## src/rtl/alu_issue_ctrl.sv

```systemverilog
// ALU issue controller: decodes op classes into ALU selects, holds an EX stage that
// drives the combinational ALU and an OUT stage that registers its result for MEM.
module alu_issue_ctrl #(
    parameter int N  = 4,
    parameter int CW = 8
) (
    input  logic          clk_i,
    input  logic          rst_n_i,
    input  logic          valid_i,
    output logic          ready_o,
    input  logic [3:0]    op_i,
    input  logic [N-1:0]  rs1_i,
    input  logic [N-1:0]  rs2_i,
    input  logic [N-1:0]  imm_i,
    input  logic          use_imm_i,
    input  logic [4:0]    rd_i,
    output logic [2:0]    alu_sel_o,
    output logic [N-1:0]  alu_a_o,
    output logic [N-1:0]  alu_b_o,
    input  logic [N-1:0]  alu_s_i,
    input  logic          alu_z_i,
    output logic          valid_o,
    input  logic          ready_i,
    output logic [N-1:0]  result_o,
    output logic [4:0]    rd_o,
    output logic          illegal_o,
    output logic          branch_taken_o,
    output logic [CW-1:0] retired_o
);

    localparam logic [3:0] OP_ADD = 4'd0;
    localparam logic [3:0] OP_SUB = 4'd1;
    localparam logic [3:0] OP_AND = 4'd2;
    localparam logic [3:0] OP_OR  = 4'd3;
    localparam logic [3:0] OP_SLT = 4'd4;
    localparam logic [3:0] OP_SLL = 4'd5;
    localparam logic [3:0] OP_BEQ = 4'd6;

    localparam logic [2:0] SEL_ADD  = 3'b000;
    localparam logic [2:0] SEL_SUB  = 3'b001;
    localparam logic [2:0] SEL_AND  = 3'b010;
    localparam logic [2:0] SEL_OR   = 3'b011;
    localparam logic [2:0] SEL_SLT  = 3'b101;
    localparam logic [2:0] SEL_SLL  = 3'b110;
    localparam logic [2:0] SEL_NONE = 3'b111;

    typedef enum logic {
        EX_EMPTY = 1'b0,
        EX_FULL  = 1'b1
    } ex_state_e;

    ex_state_e       ex_state_q, ex_state_d;
    logic [2:0]      ex_sel_q, ex_sel_d;
    logic [N-1:0]    ex_a_q, ex_a_d;
    logic [N-1:0]    ex_b_q, ex_b_d;
    logic [4:0]      ex_rd_q, ex_rd_d;
    logic            ex_beq_q, ex_beq_d;
    logic            ex_illegal_q, ex_illegal_d;

    logic            out_valid_q, out_valid_d;
    logic [N-1:0]    out_result_q, out_result_d;
    logic [4:0]      out_rd_q, out_rd_d;
    logic            out_illegal_q, out_illegal_d;

    logic [CW-1:0]   retired_q, retired_d;

    logic [2:0]      dec_sel;
    logic [N-1:0]    dec_b;
    logic            dec_beq;
    logic            dec_illegal;

    logic            ex_valid;
    logic            ex_adv;
    logic            transfer;
    logic            taken;

    always_comb begin
        // NOTE: every combinational output gets a default first so no path can infer a latch.
        dec_sel     = SEL_NONE;
        dec_beq     = 1'b0;
        dec_illegal = 1'b0;
        dec_b       = use_imm_i ? imm_i : rs2_i;
        case (op_i)
            OP_ADD: dec_sel = SEL_ADD;
            OP_SUB: dec_sel = SEL_SUB;
            OP_AND: dec_sel = SEL_AND;
            OP_OR:  dec_sel = SEL_OR;
            OP_SLT: dec_sel = SEL_SLT;
            OP_SLL: dec_sel = SEL_SLL;
            OP_BEQ: begin
                dec_sel = SEL_SUB;
                dec_beq = 1'b1;
                dec_b   = rs2_i;
            end
            default: dec_illegal = 1'b1;
        endcase
    end

    assign ex_valid = (ex_state_q == EX_FULL);
    assign ex_adv   = ex_valid && (!out_valid_q || ready_i);
    assign ready_o  = !ex_valid || ex_adv;
    assign transfer = valid_i && ready_o;
    // A taken BEQ squashes whatever ID hands over in the same cycle.
    assign taken    = ex_adv && ex_beq_q && alu_z_i;

    always_comb begin
        ex_state_d   = ex_state_q;
        ex_sel_d     = ex_sel_q;
        ex_a_d       = ex_a_q;
        ex_b_d       = ex_b_q;
        ex_rd_d      = ex_rd_q;
        ex_beq_d     = ex_beq_q;
        ex_illegal_d = ex_illegal_q;
        case (ex_state_q)
            EX_EMPTY: begin
                if (transfer) begin
                    ex_state_d = EX_FULL;
                end
            end
            EX_FULL: begin
                if (ex_adv && (!transfer || taken)) begin
                    ex_state_d = EX_EMPTY;
                end
            end
            default: ex_state_d = EX_EMPTY;
        endcase
        if (transfer && !taken) begin
            ex_sel_d     = dec_sel;
            ex_a_d       = rs1_i;
            ex_b_d       = dec_b;
            ex_rd_d      = rd_i;
            ex_beq_d     = dec_beq;
            ex_illegal_d = dec_illegal;
        end
    end

    always_comb begin
        out_valid_d   = out_valid_q;
        out_result_d  = out_result_q;
        out_rd_d      = out_rd_q;
        out_illegal_d = out_illegal_q;
        if (ex_adv && !ex_beq_q) begin
            out_valid_d   = 1'b1;
            out_result_d  = ex_illegal_q ? '0 : alu_s_i;
            out_rd_d      = ex_rd_q;
            out_illegal_d = ex_illegal_q;
        end else if (ready_i) begin
            out_valid_d   = 1'b0;
        end
    end

    always_comb begin
        retired_d = retired_q;
        if (out_valid_q && ready_i && (retired_q != '1)) begin
            retired_d = retired_q + CW'(1);
        end
    end

    // NOTE: datapath registers are reset as well so the ALU sees SEL_NONE and zero operands out of reset.
    always_ff @(posedge clk_i or negedge rst_n_i) begin
        if (!rst_n_i) begin
            ex_state_q    <= EX_EMPTY;
            ex_sel_q      <= SEL_NONE;
            ex_a_q        <= '0;
            ex_b_q        <= '0;
            ex_rd_q       <= '0;
            ex_beq_q      <= 1'b0;
            ex_illegal_q  <= 1'b0;
            out_valid_q   <= 1'b0;
            out_result_q  <= '0;
            out_rd_q      <= '0;
            out_illegal_q <= 1'b0;
            retired_q     <= '0;
        end else begin
            // NOTE: non-blocking assignments so every flop samples the pre-edge value of its peers.
            ex_state_q    <= ex_state_d;
            ex_sel_q      <= ex_sel_d;
            ex_a_q        <= ex_a_d;
            ex_b_q        <= ex_b_d;
            ex_rd_q       <= ex_rd_d;
            ex_beq_q      <= ex_beq_d;
            ex_illegal_q  <= ex_illegal_d;
            out_valid_q   <= out_valid_d;
            out_result_q  <= out_result_d;
            out_rd_q      <= out_rd_d;
            out_illegal_q <= out_illegal_d;
            retired_q     <= retired_d;
        end
    end

    assign alu_sel_o      = ex_sel_q;
    assign alu_a_o        = ex_a_q;
    assign alu_b_o        = ex_b_q;
    assign valid_o        = out_valid_q;
    assign result_o       = out_result_q;
    assign rd_o           = out_rd_q;
    assign illegal_o      = out_illegal_q;
    assign branch_taken_o = taken;
    assign retired_o      = retired_q;

endmodule

```

## config.mk

```make
export PLATFORM = sky130hd
export DESIGN_NAME = alu_issue_ctrl
export DESIGN_NICKNAME = d
export VERILOG_FILES = /design/src/rtl/alu_issue_ctrl.sv
export SDC_FILE = /design/constraint.sdc
export NUM_CORES = 1
export LEC_CHECK = 0
export ABC_AREA = 1
export CAP_MARGIN = 5
export CORE_UTILIZATION = 45
export DETAILED_ROUTE_END_ITERATION = 12
export PLACE_DENSITY = 0.83
export SLEW_MARGIN = 20
export SYNTH_ARGS = -nofsm -noshare
export SYNTH_HDL_FRONTEND = slang
export SYNTH_SLANG_ARGS = --single-unit
export TNS_END_PERCENT = 20
```

## constraint.sdc

```tcl
create_clock -name clk_i -period 1.6 [get_ports clk_i]
set_clock_uncertainty 0.05 [all_clocks]
set_input_delay 0.32 -clock clk_i [delete_from_list [all_inputs] [get_ports clk_i]]
set_output_delay 0.32 -clock clk_i [all_outputs]
set_load 0.005 [all_outputs]
```

==> flow_summary.yaml, run 1 <==
finish:
  area_delta_synth_final_pct: 46.48
  layout.cells.non_filler: 362
  fillers: 315
  n_antenna_cell: 0
  drive_gt1_frac: 0.1115
  regArea_um2: 957.2
  nNetsFinal: 345
  multi_input_area_um2: 726.9
  fin_util: 0.7025
floorplan:
  dieArea_mm2: 0.004246
  dieHeight_um: 65.17
  fp.coreArea_mm2: 0.003744
  die_x_um: 65.17
  num_io_pins: 63
  rows: 22
  initial_core_util: 0.4796
synth:
  synth-simple-area-share: 0.3470
  synth_commonest_cells: "nand2_1, dfrtp_1, inv_1, o21ai_0"
  yosysSeqAreaShare: 0.5317
  synthesis.nets: 267
  yosys_register_bits: 38
  synth.top_cell.area_share: 0.4878
  synth_compound_area_frac: 0.03206
  async_flop_share: 1.000
  synthMuxAreaShare: 0
  synth-edff-count: 0
  synthAdderAreaFrac: 0.006969
  synth_area_mm2: 0.001795
  synth_most_common_cell: "nand2_1"
  synth_top_flop_cell: "dfrtp_1"
  synth_top_family_by_area: "simple AND/OR/NAND/NOR gates"
  synth_area_leaders: "dfrtp_1, nand2_1, dfstp_2, inv_1, o21ai_0"
  yosysTopAreaCell: "dfrtp_1"
  avgSynthCellArea_um2: 7.640
  yosysWarnings: 0
  yosys.cell_types.count: 19
  synth_cells: 235
  synth_xor_area_frac: 0.01463
setup_path:
  cpLargestDelayFamily: "buffers and inverters"
  start_kind: "flip-flop"
  reg2reg_setup_slack_ps: 130
  cp.arrival_ps: 1180
  crit_chain: "clkdlybuf4s50_1"
  cp_num_buf_inv: 1
  critPathMaxStageDelay_ps: 510
  rr_endpoint: "retired_o[7]$_DFFE_PN0P_"
  crit_fanout: 2
  path_class: "reg -> out"
  required_ps: 1230
  rr_worst_depth: 8
  crit_slowest_cell: "clkdlybuf4s50_1"
  rr_startpoint: "retired_o[1]$_DFFE_PN0P_"
  end_kind: "output pin"
clock_tree:
  clk_pin_slew_worst_paths_ps: 70
  clock-sinks: 38
  cts_tree: "yes"
  cts-buffers-inserted: 5
  h-tree-depth: 2
  clock_path_buffers: 2
  root_buffer: "clkbuf_8"
  insertion_delay_ps: 290
timing:
  layout_min_cycle_time_ps: 1548
  worst_pin_slew_ps: 424.7
  finalHoldViolCount: 0
  fin_crit_sh: 0.9678
  slew_viol_final: 0
  slew_headroom: 0.7168
  fmax_mhz: 645.8
  finalSetupViolations: 0
  whs_ps: 414.3
  rsz0062_at_grt: "no"
power_and_ir_drop:
  ir_drop_uv: 662.7
  leakagePower_uw: 0.001418
  p_per_area_mw_per_mm2: 1263
hold_path:
  min_path_type: "reg -> reg"
  whs_path_depth: 2
  hp-start: "ex_rd_q[3]$_DFFE_PN0P_"
  hold_path_end: "rd_o[3]$_DFFE_PN0P_"
grt:
  grt_pass1_vias: 1658
  overflow: 0
  grt_antenna_before_repair: 0
  grt_start_max_net_pins: 22
  grt_pass1_wl_mm: 6.796
  gr-usage-all-layers: 0.2153
route:
  antenna_left: 0
  drt_wl_total_mm: 3.933
  drt_iter0_drc: 128
  wl_per_cell_um: 10.86
  first_pass_iters: 4
  vias: 1691
  vias_per_cell: 4.671
  drc: 0
placement:
  dp_cells: 352
  gp_congestion: 0.8349
  port_buffers: 62
  dp_hpwl_mm: 3.068
run:
  maxCapViolCount: 0
status:
  status: "finished, final reports clean"
==> repair_timing <==
action,in CTS,in global routing
endpoints found under the hold margin,14,0
buffers inserted,0,1
hold buffers,1,0
gates resized for setup,18,5
endpoints found under the setup margin,12,6
==> cells by family (layout without fill, tap and decap cells) <==
group / count (synthesis) / after routing
compound gates: 11 / 11
xor+xnor: 3 / 3
fa+ha+maj: 1 / 1
buf+inv: 27 / 106
flops: 38 / 38
simple gates: 155 / 155
==> metal layers <==
| metal | share of wire | wire, um | GRT usage |
|---|---|---|---|
| met1 | 0.41 | 1631 | 0.2298 |
| met5 | 0 | 0 | 0 |
| met3 | 0.041 | 160 | 0.04514 |
| met4 | 0.018 | 72 | 0.1114 |
| met2 | 0.53 | 2068 | 0.3943 |
==> final cells by class <==
cell class / count / share of cell area
clock buffer: 6 / 0.02759
clock inverter: 2 / 0.003806
inverter: 23 / 0.03283
multi-input combinational: 170 / 0.2764
sequential: 38 / 0.3639
tap: 48 / 0.02284
timing repair buffer: 75 / 0.2726
==> stage by stage <==
stage	instance area (um^2)	setup TNS, ps	setup WS [ps]	power (uW)
floorplan	1795	0	300.1	1983
global placement	2531	-4694	-324.0	2722
detailed placement	2531	-5565	-340.7	2779
CTS	2620	0	2.967	3371
global route	2630	0	5.583	3569
finish	2630	0	51.57	3323
==> sequential cells by signal, indices dropped and copies added (netlist names), 3 cells and up <==
register,flops
rd_o,5
ex_rd_q,5
alu_a_o,4
alu_sel_o,3
retired_o,8
result_o,4
alu_b_o,4
==> where the power goes <==
part	leakage, uW	switching (uW)	total (uW)	internal, uW
clock network	0.0000450	314	616	301
logic	0.000903	529	1220	694
registers	0.000470	212	1480	1270
==> worst max-delay path by stage <==
stage,start,end,slack [ps],cells after the start
2_1_floorplan,retired_o[0]$_DFFE_PN0P_,retired_o[2]$_DFFE_PN0P_,300,7
3_3_place_gp,ready_i,branch_taken_o,-320,6
3_5_place_dp,ready_i,branch_taken_o,-340,6
4_1_cts,retired_o[2]$_DFFE_PN0P_,retired_o[2],3,1
5_1_grt,retired_o[1]$_DFFE_PN0P_,retired_o[1]$_DFFE_PN0P_,6,8
6_report,rd_o[1]$_DFFE_PN0P_,rd_o[1],50,1
==> placed cells by master, fill, tap and decap left out, drive strengths merged <==
cell and n:
nand2 136, clkdlybuf4s50 47, dfrtp 35, inv 23
buf 13, dlygate4sd2 10, o21ai 8, nand3 8
nor2 7, clkbuf 7, nand4 3, xnor2 3
dfstp 3, a21oi 2, clkinv 2, dlymetal6s2s 2
o211ai 1, nand3b 1, ha 1, dlygate4sd3 1
clkdlybuf4s15 1
Note: power is estimated with default switching activity, not from simulation.
==> inputs of run 2 (changes only) <==
PLACE_DENSITY = 0.91   (was 0.83)
==> run 2 against run 1 <==
- cell area down 0.19%
- sequential share of layout area hardly changed
- critical path depth is 5 higher
- clock power grew 7.8%
- non-clock buffer count decreased by 1
- critical endpoint is now branch_taken_o
- flip-flop and latch count did not move
==> flow_summary.yaml, run 2 (synthesis gave the netlist of run 1 again) <==
status:
  status: "finished, final reports clean"
finish:
  nNetsFinal: 344
  final_common_cell: "nand2_1"
  layout.cells.non_filler: 361
  n_antenna_cell: 0
  drive_gt1_frac: 0.1022
  largest_reg_flops: 8
  fin_util: 0.7012
  final_cell_mix: "nand2_1, clkdlybuf4s50_1, dfrtp_1"
  finalInstanceArea_mm2: 0.002625
  fillers: 319
  area_delta_synth_final_pct: 46.20
floorplan:
  dieArea_mm2: 0.004246
  dieHeight_um: 65.17
  die_x_um: 65.17
  num_io_pins: 63
  initial_core_util: 0.4796
  rows: 22
  fp.coreArea_mm2: 0.003744
grt:
  overflow: 0
  grt_pass1_vias: 1752
  gr-usage-all-layers: 0.2249
  grt_start_max_net_pins: 20
  grt_pass1_wl_mm: 7.300
  grt_antenna_before_repair: 0
route:
  drc: 0
  drt_iter0_drc: 139
  first_pass_iters: 4
  drt_wl_total_mm: 4.169
  wl_per_cell_um: 11.55
  vias_per_cell: 4.717
  antenna_left: 0
  vias: 1703
placement:
  dp_hpwl_mm: 3.172
  placed_cell_area_mm2: 0.002519
  dp_slack_ps: -343.7
  dp_cells: 352
  gp_congestion: 0.8406
  port_buffers: 62
power_and_ir_drop:
  ir_drop_uv: 581.2
  p_per_area_mw_per_mm2: 1283
  leakagePower_uw: 0.001420
timing:
  rsz0062_at_grt: "yes"
  finalWorstSetupSlack_ps: 21.17
  layout_min_cycle_time_ps: 1579
  worst_pin_slew_ps: 424.3
  slew_headroom: 0.7171
  slew_viol_final: 0
  finalSetupViolations: 0
  fmax_mhz: 633.4
  finalHoldViolCount: 0
  fin_crit_sh: 0.9868
setup_path:
  required_ps: 1230
  path_class: "in -> out"
  end_kind: "output pin"
  start_kind: "input pin"
  crit_fanout: 2
  cp.arrival_ps: 1210
run:
  maxCapViolCount: 0
clock_tree:
  insertion_delay_ps: 280
  cts-buffers-inserted: 5
  cts_tree: "yes"
  clk_pin_slew_worst_paths_ps: 60
  clock-sinks: 38
  h-tree-depth: 2
  root_buffer: "clkbuf_8"
  clock_path_buffers: 2
  cts_setup_buffers: 0
hold_path:
  min_path_type: "reg -> reg"
-- run 2: final timing paths --
check	from	endpoint	slack (ps)	depth (start not counted)
min in group asynchronous	rst_n_i	retired_o[6]$_DFFE_PN0P_	450	2
setup reg to reg	retired_o[0]$_DFFE_PN0P_	retired_o[0]$_DFFE_PN0P_	150	8
hold / removal	alu_sel_o[0]$_DFFE_PN1P_	alu_sel_o[0]$_DFFE_PN1P_	410	2
hold reg to reg	alu_sel_o[0]$_DFFE_PN1P_	alu_sel_o[0]$_DFFE_PN1P_	410	2
max in group asynchronous	rst_n_i	rd_o[3]$_DFFE_PN0P_	500	3
setup / recovery	alu_z_i	branch_taken_o	20	6
-- run 2: area by class of cell --
cell class | count | area, um^2 | share of cell area
multi-input combinational | 170 | 726.9 | 0.2769
inverter | 23 | 86.33 | 0.03289
tap | 48 | 60.06 | 0.02288
timing repair buffer | 74 | 704.4 | 0.2684
sequential | 38 | 955.9 | 0.3642
clock buffer | 7 | 86.33 | 0.03289
clock inverter | 1 | 5.005 | 0.001907
-- run 2: worst max-delay path: stages --
cell	delay [ps]
clkdlybuf4s50_1	470
nand2_1	60
inv_1	60
nand3_2	60
inv_1	60
clkdlybuf4s15_2	190
-- run 2: through the flow --
stage | hold slack [ps] | setup TNS, ps | total power, uW
after floorplan | -25.59 | 0 | 1983
after global placement | 227.1 | -4801 | 2699
after CTS | 417.0 | -4.435 | 3393
after global routing | 431.7 | -85.41 | 3630
final | 412.8 | 0 | 3367
after detailed placement | 227.0 | -5678 | 2763
-- run 2: layer usage --
| metal | vias up | part of all wire | GRT usage |
|---|---|---|---|
| met5 | - | 0 | 0 |
| met4 | 0 | 0.010 | 0.07337 |
| met3 | 6 | 0.059 | 0.06424 |
| met2 | 55 | 0.53 | 0.4227 |
| met1 | 774 | 0.40 | 0.2373 |
| li1 | 868 | - | - |
-- run 2: repair_timing --
action	CTS	global route
gates cloned	0	0
hold buffers	1	0
setup endpoints to repair	11	8
gates resized for setup	18	4
endpoints found under the hold margin	14	0
-- run 2: where the power goes --
| group | total [uW] | internal, uW | switching, uW |
|---|---|---|---|
| clock network | 664 | 347 | 317 |
| registers | 1490 | 1270 | 220 |
| logic | 1210 | 684 | 529 |
| total | 3370 | 2300 | 1070 |
==> inputs of run 3 (changes only) <==
CORE_UTILIZATION = 48   (was 45)
PLACE_DENSITY = 0.95   (was 0.91)
SETUP_SLACK_MARGIN = 0.5   (was not set)
SKIP_LAST_GASP = 1   (was not set)
clock period = 1.85 ns   (was 1.6 ns; I/O delays follow)
==> run 3 against run 2 <==
- clock-buffer cell count unchanged
- combinational power up 25%
- via count up 17%
- power up 0.78%
- core utilization up 13 points
- wire length up 53%
- global-route usage up 4.9 points
- critical path depth down 5
- worst hold slack worse by 340 ps
- flip-flop and latch count unchanged
- critical path type is now reg -> out
- largest cell class unchanged
==> flow_summary.yaml, run 3 (synthesis gave the netlist of run 1 again) <==
timing:
  finalHoldViolCount: 0
  fmax_mhz: 609.6
  slew_viol_final: 0
  layout_min_cycle_time_ps: 1641
  finalSetupViolations: 0
  worst_pin_slew_ps: 477.9
  tns_ps: 0
  slew_headroom: 0.6814
  rsz0062_at_grt: "yes"
  fin_crit_sh: 0.8868
route:
  antenna_left: 0
  vias: 1989
  wl_per_cell_um: 16.90
  drt_iter0_drc: 310
  drt_wl_total_mm: 6.371
  first_pass_iters: 4
  vias_per_cell: 5.276
  drc: 0
placement:
  port_buffers: 62
  gp_congestion: 0.7695
  dp_hpwl_mm: 3.055
finish:
  largest_reg_flops: 8
  n_antenna_cell: 0
  final_cell_mix: "nand2_1, dfrtp_1, clkdlybuf4s50_1"
  drive_gt1_frac: 0.2266
  area_delta_synth_final_pct: 60.77
  fillers: 180
  final_common_cell: "nand2_1"
  nNetsFinal: 362
clock_tree:
  insertion_delay_ps: 300
  clock_path_buffers: 2
  h-tree-depth: 2
  cts-buffers-inserted: 5
  clk_pin_slew_worst_paths_ps: 80
  cts_tree: "yes"
  root_buffer: "clkbuf_8"
  clock-sinks: 38
setup_path:
  start_kind: "flip-flop"
  end_kind: "output pin"
  cpLargestDelayFamily: "buffers and inverters"
  cp_num_buf_inv: 1
  crit_fanout: 2
  crit_slowest_cell: "clkdlybuf4s50_1"
  path_class: "reg -> out"
  cp.arrival_ps: 1220
  critPathMaxStageDelay_ps: 530
  required_ps: 1430
  crit_chain: "clkdlybuf4s50_1"
grt:
  grt_antenna_before_repair: 0
  overflow: 0
  grt_start_max_net_pins: 39
  grt_pass1_wl_mm: 8.148
  grt_pass1_vias: 1793
  gr-usage-all-layers: 0.2739
status:
  status: "finished, final reports clean"
floorplan:
  dieArea_mm2: 0.003989
  num_io_pins: 63
  die_x_um: 63.16
  dieHeight_um: 63.16
  fp.coreArea_mm2: 0.003468
  initial_core_util: 0.5177
  rows: 21
power_and_ir_drop:
  power_uw: 3393
  ir_drop_uv: 517.6
  p_per_area_mw_per_mm2: 1176
  leakagePower_uw: 0.001564
hold_path:
  min_path_type: "in -> async"
run:
  maxCapViolCount: 0
==> run 3: cell types whose count changed in the layout (fill, tap and decap cells not counted), sizes merged <==
| cell | change |
|---|---|
| buf | +24 |
| clkbuf | +1 |
| dlygate4sd2 | +7 |
| clkdlybuf4s50 | -14 |
| dlymetal6s2s | -2 |
| dlygate4sd3 | -1 |
| clkdlybuf4s15 | +3 |
==> run 3: what timing repair did <==
| item | CTS | global route |
|---|---|---|
| pin swaps | 2 | 9 |
| setup buffers | 20 | 2 |
| setup endpoints to repair | 68 | 64 |
| resized for setup | 59 | 41 |
| hold endpoints to repair | 0 | 0 |
| cloned | 0 | 1 |
| hold buffers | 0 | 0 |
==> run 3: path summary, 6_finish.rpt <==
| kind | slack, ps | endpoint | start | cells past startpoint |
|---|---|---|---|---|
| hold reg to reg | 430 | alu_sel_o[1]$_DFFE_PN1P_ | alu_sel_o[1]$_DFFE_PN1P_ | 2 |
| min in group clk_i | 430 | alu_sel_o[1]$_DFFE_PN1P_ | alu_sel_o[1]$_DFFE_PN1P_ | 2 |
| hold / removal | 80 | valid_o$_DFFE_PN0P_ | rst_n_i | 2 |
| setup reg to reg | 280 | illegal_o$_DFFE_PN0P_ | valid_o$_DFFE_PN0P_ | 6 |
| setup / recovery | 210 | illegal_o | illegal_o$_DFFE_PN0P_ | 1 |
| max in group asynchronous | 1310 | retired_o[4]$_DFFE_PN0P_ | rst_n_i | 2 |
==> run 3: per-layer routing <==
metal  track usage  routed length (um)  vias up
li1              -                   -      901
met1        0.2727                2300      915
met2        0.5148                3305      138
met3       0.06341                 453       35
met4        0.1512                 311        0
met5             0                   0        -
==> run 3: cell type report <==
| type | count | area (um^2) | area share |
|---|---|---|---|
| tap | 46 | 57.56 | 0.01994 |
| clock inverter | 1 | 5.005 | 0.001734 |
| timing repair buffer | 92 | 852.1 | 0.2952 |
| multi-input combinational | 170 | 830.8 | 0.2878 |
| sequential | 38 | 955.9 | 0.3312 |
| inverter | 23 | 98.84 | 0.03424 |
| clock buffer | 7 | 86.33 | 0.02991 |
==> run 3: through the flow <==
step	setup WS [ps]	instances	hold slack, ps	utilization	area [um^2]
floorplan	550.1	235	24.41	-	1795
global placement	-327.0	346	389.4	0.7168	2486
detailed placement	-372.5	346	397.2	0.7168	2486
CTS	293.9	374	84.06	0.7803	2706
global route	189.2	377	113.8	0.8323	2887
finish	209.5	377	76.06	0.8323	2887
==> run 3: where the power goes <==
part	total (uW)	leakage, uW	switching [uW]	internal [uW]
combinational	1510	0.00105	733	773
sequential	1290	0.000470	189	1100
clock	601	0.0000482	301	301
total	3390	0.00156	1220	2170
==> run 3: worst reg2reg max path, stage by stage (launching register included) <==
cell	delay (ps)
dfrtp_1	410
buf_6	130
nand2_4	60
buf_4	120
nand3b_1	140
nor2_1	380
a21oi_1	130
